## src/rtl/bp_txn_arbiter.sv

```systemverilog
// Transaction-aware two-requester BytePipe arbiter: grants the register target to A or B for a whole read/write.
// Optional response timeout enabled by defining BP_TXN_ARBITER_TIMEOUT_EN.
module bp_txn_arbiter #(
   parameter int unsigned FIXED_PRIORITY = 0,
   parameter int unsigned TIMEOUT        = 255
) (
   input  logic       i_clk,
   input  logic       i_rst_n,
   input  logic       i_cg,
   input  logic [7:0] i_a_data,
   input  logic       i_a_valid,
   output logic       o_a_ready,
   input  logic [7:0] i_b_data,
   input  logic       i_b_valid,
   output logic       o_b_ready,
   output logic [7:0] o_a_data,
   output logic       o_a_valid,
   input  logic       i_a_ready,
   output logic [7:0] o_b_data,
   output logic       o_b_valid,
   input  logic       i_b_ready,
   output logic [7:0] o_t_data,
   output logic       o_t_valid,
   input  logic       i_t_ready,
   input  logic [7:0] i_t_data,
   input  logic       i_t_valid,
   output logic       o_t_ready,
   output logic [1:0] o_grant,
   output logic       o_timeout
);

   if (TIMEOUT < 1) begin : g_bad_timeout
      $error("bp_txn_arbiter: TIMEOUT must be at least 1");
   end

   typedef enum logic [1:0] {
      S_IDLE,
      S_CMD,
      S_DATA,
      S_RESP
   } state_t;

   state_t state_q;
   logic   grant_q;
   logic   last_q;

   logic [7:0] g_data;
   logic       g_valid;
   logic       g_rsp_ready;
   logic       fwd;
   logic       rsp_phase;
   logic       byte_acc;
   logic       rsp_done;
   logic       rsp_valid;
   logic       timeout_hit;
   logic       win_b;

   always_comb begin
      g_data      = grant_q ? i_b_data  : i_a_data;
      g_valid     = grant_q ? i_b_valid : i_a_valid;
      g_rsp_ready = grant_q ? i_b_ready : i_a_ready;
      fwd         = (state_q == S_CMD) || (state_q == S_DATA);
      rsp_phase   = (state_q == S_RESP);
      byte_acc    = fwd && g_valid && i_t_ready;
      rsp_done    = rsp_phase && i_t_valid && g_rsp_ready;
      // Round-robin: on a tie the requester that did not win last time goes next.
      win_b       = i_b_valid && (!i_a_valid || ((FIXED_PRIORITY == 0) && !last_q));
   end

`ifdef BP_TXN_ARBITER_TIMEOUT_EN
   localparam int unsigned CW = $clog2(TIMEOUT + 1);

   logic [CW-1:0] to_cnt_q;

   assign timeout_hit = rsp_phase && i_t_valid && !g_rsp_ready && (to_cnt_q == CW'(TIMEOUT - 1));
`else
   assign timeout_hit = 1'b0;
`endif

   always_comb begin
      rsp_valid = rsp_phase && i_t_valid && !timeout_hit;
      o_t_data  = fwd ? g_data : '0;
      o_t_valid = fwd && g_valid;
      o_t_ready = fwd || (rsp_phase && (g_rsp_ready || timeout_hit));
      o_a_ready = fwd && !grant_q && i_t_ready;
      o_b_ready = fwd &&  grant_q && i_t_ready;
      o_a_data  = i_t_data;
      o_b_data  = i_t_data;
      o_a_valid = rsp_valid && !grant_q;
      o_b_valid = rsp_valid &&  grant_q;
      o_timeout = timeout_hit;
      o_grant   = '0;
      if (state_q != S_IDLE) begin
         o_grant = grant_q ? 2'b10 : 2'b01;
      end
   end

   always_ff @(posedge i_clk or negedge i_rst_n) begin
      if (!i_rst_n) begin
         state_q <= S_IDLE;
         grant_q <= 1'b0;
         last_q  <= 1'b1;
      end else if (i_cg) begin
         case (state_q)
            S_IDLE: begin
               if (i_a_valid || i_b_valid) begin
                  grant_q <= win_b;
                  last_q  <= win_b;
                  state_q <= S_CMD;
               end
            end
            S_CMD: begin
               if (byte_acc) begin
                  state_q <= g_data[7] ? S_DATA : S_RESP;
               end
            end
            S_DATA: begin
               if (byte_acc) begin
                  state_q <= S_RESP;
               end
            end
            S_RESP: begin
               if (rsp_done || timeout_hit) begin
                  state_q <= S_IDLE;
               end
            end
            default: state_q <= S_IDLE;
         endcase
      end
   end

`ifdef BP_TXN_ARBITER_TIMEOUT_EN
   // Cleared while forwarding so it starts from zero on every entry to RESP.
   always_ff @(posedge i_clk or negedge i_rst_n) begin
      if (!i_rst_n) begin
         to_cnt_q <= '0;
      end else if (i_cg) begin
         if (fwd) begin
            to_cnt_q <= '0;
         end else if (rsp_phase && i_t_valid && !g_rsp_ready && !timeout_hit) begin
            to_cnt_q <= to_cnt_q + 1'b1;
         end
      end
   end
`endif

endmodule

```

## config.mk

```make
export PLATFORM = sky130hd
export DESIGN_NAME = bp_txn_arbiter
export DESIGN_NICKNAME = d
export VERILOG_FILES = /design/src/rtl/bp_txn_arbiter.sv
export SDC_FILE = /design/constraint.sdc
export NUM_CORES = 1
export LEC_CHECK = 0
export CAP_MARGIN = 0
export CORE_MARGIN = 3
export CORE_UTILIZATION = 28
export CTS_CLUSTER_SIZE = 25
export DETAILED_ROUTE_END_ITERATION = 8
export PLACE_DENSITY = 0.77
export SLEW_MARGIN = 0
export SYNTH_ARGS = -nofsm -noshare
export SYNTH_HDL_FRONTEND = slang
export SYNTH_SLANG_ARGS = --single-unit
```

## constraint.sdc

```tcl
create_clock -name i_clk -period 2.3 [get_ports i_clk]
set_clock_uncertainty 0.15 [all_clocks]
set_input_delay 0.345 -clock i_clk [delete_from_list [all_inputs] [get_ports i_clk]]
set_output_delay 0.345 -clock i_clk [all_outputs]
set_load 0.02 [all_outputs]
```

==> flow_summary_export.csv <==
group,metric,value,unit
cells_and_area,multi_input_area,374,um2
logic_synthesis,synth_nets,113,
grt,grt_max_degree,14,
worst_setup_path,crit_required,1.80,ns
die,initial_core_util,30.9,%
worst_setup_path,crit_arrival,1.68,ns
die,fp.dieH,53.5,um
power_and_ir_drop,p_leak,0.478,nW
placed_design,hpwl,1350,um
drt,route.detailed.drc,0,
worst_setup_path,path_depth,4,
logic_synthesis,synth_edf_count,0,
drt,wl_per_cell,12.2,um
logic_synthesis,synth_area_leader_cell,"buf_4",
timing,hold_viol,0,
worst_setup_path,endpoint,"o_b_valid",
cts,cts_root_buffer,"clkbuf_4",
worst_setup_path,cp_slowest_stage_delay,0.59,ns
die,io_pins,66,
cts,cts_buffers,3,
cts,path_clk_slew,0.04,ns
die,rows,16,
logic_synthesis,synthTopCellsByArea,"buf_4 20%, mux2i_1 14%, dfrtp_1 12%, nor2b_1 9.9%, ha_1 7.9%",
drt,routed-via-count,593,
logic_synthesis,ys_dominant_reg_cell,"dfrtp_1",
timing,period_share,94.7,%
worst_setup_path,crit_buf_inv,2,
worst_setup_path,start_kind,"flop",
drt,detail-route-antenna-nets,0,
cts,cts_num_sinks,4,
cts,max-clock-path-buffers,2,
drt,drt_first_iter_violations,2,
worst_setup_path,critPathKind,"reg -> out",
power_and_ir_drop,total_power,1.28,mW
logic_synthesis,yosysUniqueCellTypes,27,
worst_setup_path,critical-path-top-delay-family,"buffers and inverters",
logic_synthesis,yosysMostFrequentCell,"buf_4",
job,drv_cap,0,
logic_synthesis,ys_seq_area_share,16.0,%
placed_design,routabilityCongestion,0.698,
worst_setup_path,end_kind,"output port",
drt,drt-total-wl,1600,um
timing,worst_hold_slack,0.158,ns
drt,drtPass1Iterations,2,
worst_setup_path,crit_chain,"buf_4 > ha_1 > and3_1 > clkdlybuf4s50_1",
worst_setup_path,crit_fanout,5,
die,core,2040,um2
timing,final-setup-viol-count,0,
power_and_ir_drop,internal_power,0.676,mW
placed_design,port-buffer-count,40,
grt,grt-ovfl-total,0,
logic_synthesis,syn_area,632,um2
worst_setup_path,crit_slowest_cell,"clkdlybuf4s50_1",
die,dieArea,2860,um2
logic_synthesis,yosysWarnings,0,
grt,grt_pass1_wl,2390,um
cts,post_cts_buffers,0,
logic_synthesis,ys_async_sr_fraction,100,%
power_and_ir_drop,switching_share,47.3,%
timing,drv_slew,0,
power_and_ir_drop,seqPwrFrac,11.8,%
cells_and_area,fin_nets,142,
timing,max_freq,459,MHz
worst_hold_path,hold_path_class,"in -> async",
worst_setup_path,reg2reg_depth,6,
logic_synthesis,ys_ff_latch,4,
cts,clkLatencyLatePin,0.23,ns
grt,grt_pass1_vias,568,
power_and_ir_drop,p_clk_share,7.3,%
die,die_w,53.5,um
worst_setup_path,r2r_end,"state_q[1]",
power_and_ir_drop,vdd_drop_max,0.545,mV
logic_synthesis,synth_common_cells,"17 x buf_4, 10 x nor2b_1, 9 x mux2i_1",
power_and_ir_drop,power_density,1330,nW/um2
placed_design,dp.cells,127,
timing,grt_setup_unrepaired,"no",
timing,setup_tns,0,ns
worst_setup_path,r2r-start,"state_q[0]",
cells_and_area,syn_to_final_growth,52.7,%
cells_and_area,nFillCells,214,
cts,htreeDepth,1,
drt,vias_per_cell,4.53,
grt,antenna_found_initial,0,
run_status,outcome,"finished, final reports clean",
worst_setup_path,r2r_slack,0.36,ns
cts,cts_tree,"yes",
power_and_ir_drop,pwr-share-comb,80.9,%
timing,finalCriticalPeriod,2.18,ns
cells_and_area,fin_util,47.2,%
worst_setup_path,cp-startpoint,"state_q[1]",
logic_synthesis,synthCells,76,
grt,grt_usage,11.2,%
logic_synthesis,synth_top_cell_area_share,20.2,%
cells_and_area,num_antenna_cells,0,
power_and_ir_drop,p_switching,0.608,mW
cells_and_area,seqCellArea,101,um2
cells_and_area,drive_above_1_share,10.6,%
logic_synthesis,syn_avg_cell_area,8.31,um2
cells_and_area,final_cells,131,
## power by group through the flow
stage	Sequential (mW)	Clock [mW]	Combinational [mW]
final	0.151	0.0938	1.04
after global routing	0.157	0.110	1.14
after CTS	0.153	0.100	1.06
after detailed placement	0.153	0	1.15
after global placement	0.150	0	1.13
after floorplan	0.136	0	0.731
## cell usage in the layout (no fill, tap or decap), drive strengths merged, types with 3 or more instances in the layout
| cell type | n |
|---|---|
| clkdlybuf4s50 | 27 |
| dlygate4sd2 | 12 |
| nor2b | 10 |
| mux2i | 9 |
| nor2 | 5 |
| buf | 4 |
| ha | 4 |
| clkbuf | 4 |
| inv | 3 |
| nand2 | 3 |
| dfrtp | 3 |
## flip-flops by register name, summed over array words and instances, names as in the netlist
name	count
state_q	2
grant_q	1
last_q	1
## what timing repair did
item | 4_1_cts | 5_1_grt
hold buffers | 0 | 0
gates resized for setup | 13 | 1
endpoints found under the setup margin | 12 | 1
## area by class of cell
type | count | share of cell area [%]
tap | 27 | 3.50
clock buffer | 4 | 2.72
timing repair buffer | 44 | 43.3
inverter | 3 | 1.17
multi-input combinational | 49 | 38.8
sequential | 4 | 10.5
## routing by layer
layer,vias up,track usage [%],share of wire (%)
met2,28,19.0,47
met4,0,6.38,0.81
met3,6,3.38,13
li1,296,-,-
met1,263,12.4,39
met5,-,0,0
## kinds of logic after synthesis
group                      share of synthesized area [%]
AOI/OAI and AO/OA                                   11.3
DFF                                                 16.0
buffers and inverters                               25.1
and+or+nand+nor                                     20.6
muxes                                               18.4
other                                              0.593
adders and majority gates                           7.92
## how the worst min path moves through the flow
| stage | to | slack (ns) | cells after the start |
|---|---|---|---|
| after floorplan | grant_q | -0.10 | 0 |
| after global placement | last_q | 0.33 | 2 |
| after detailed placement | last_q | 0.36 | 2 |
| after CTS | grant_q | 0.16 | 1 |
| after global routing | grant_q | 0.15 | 1 |
| final | grant_q | 0.16 | 1 |
## per-stage QoR
stage,instance area [um2],setup WS [ns]
floorplan,632,0.404
global placement,948,0.0863
detailed placement,948,0.0639
CTS,962,0.0911
global route,965,0.00805
finish,965,0.122
No activity file was read; power rests on OpenSTA's default activity.
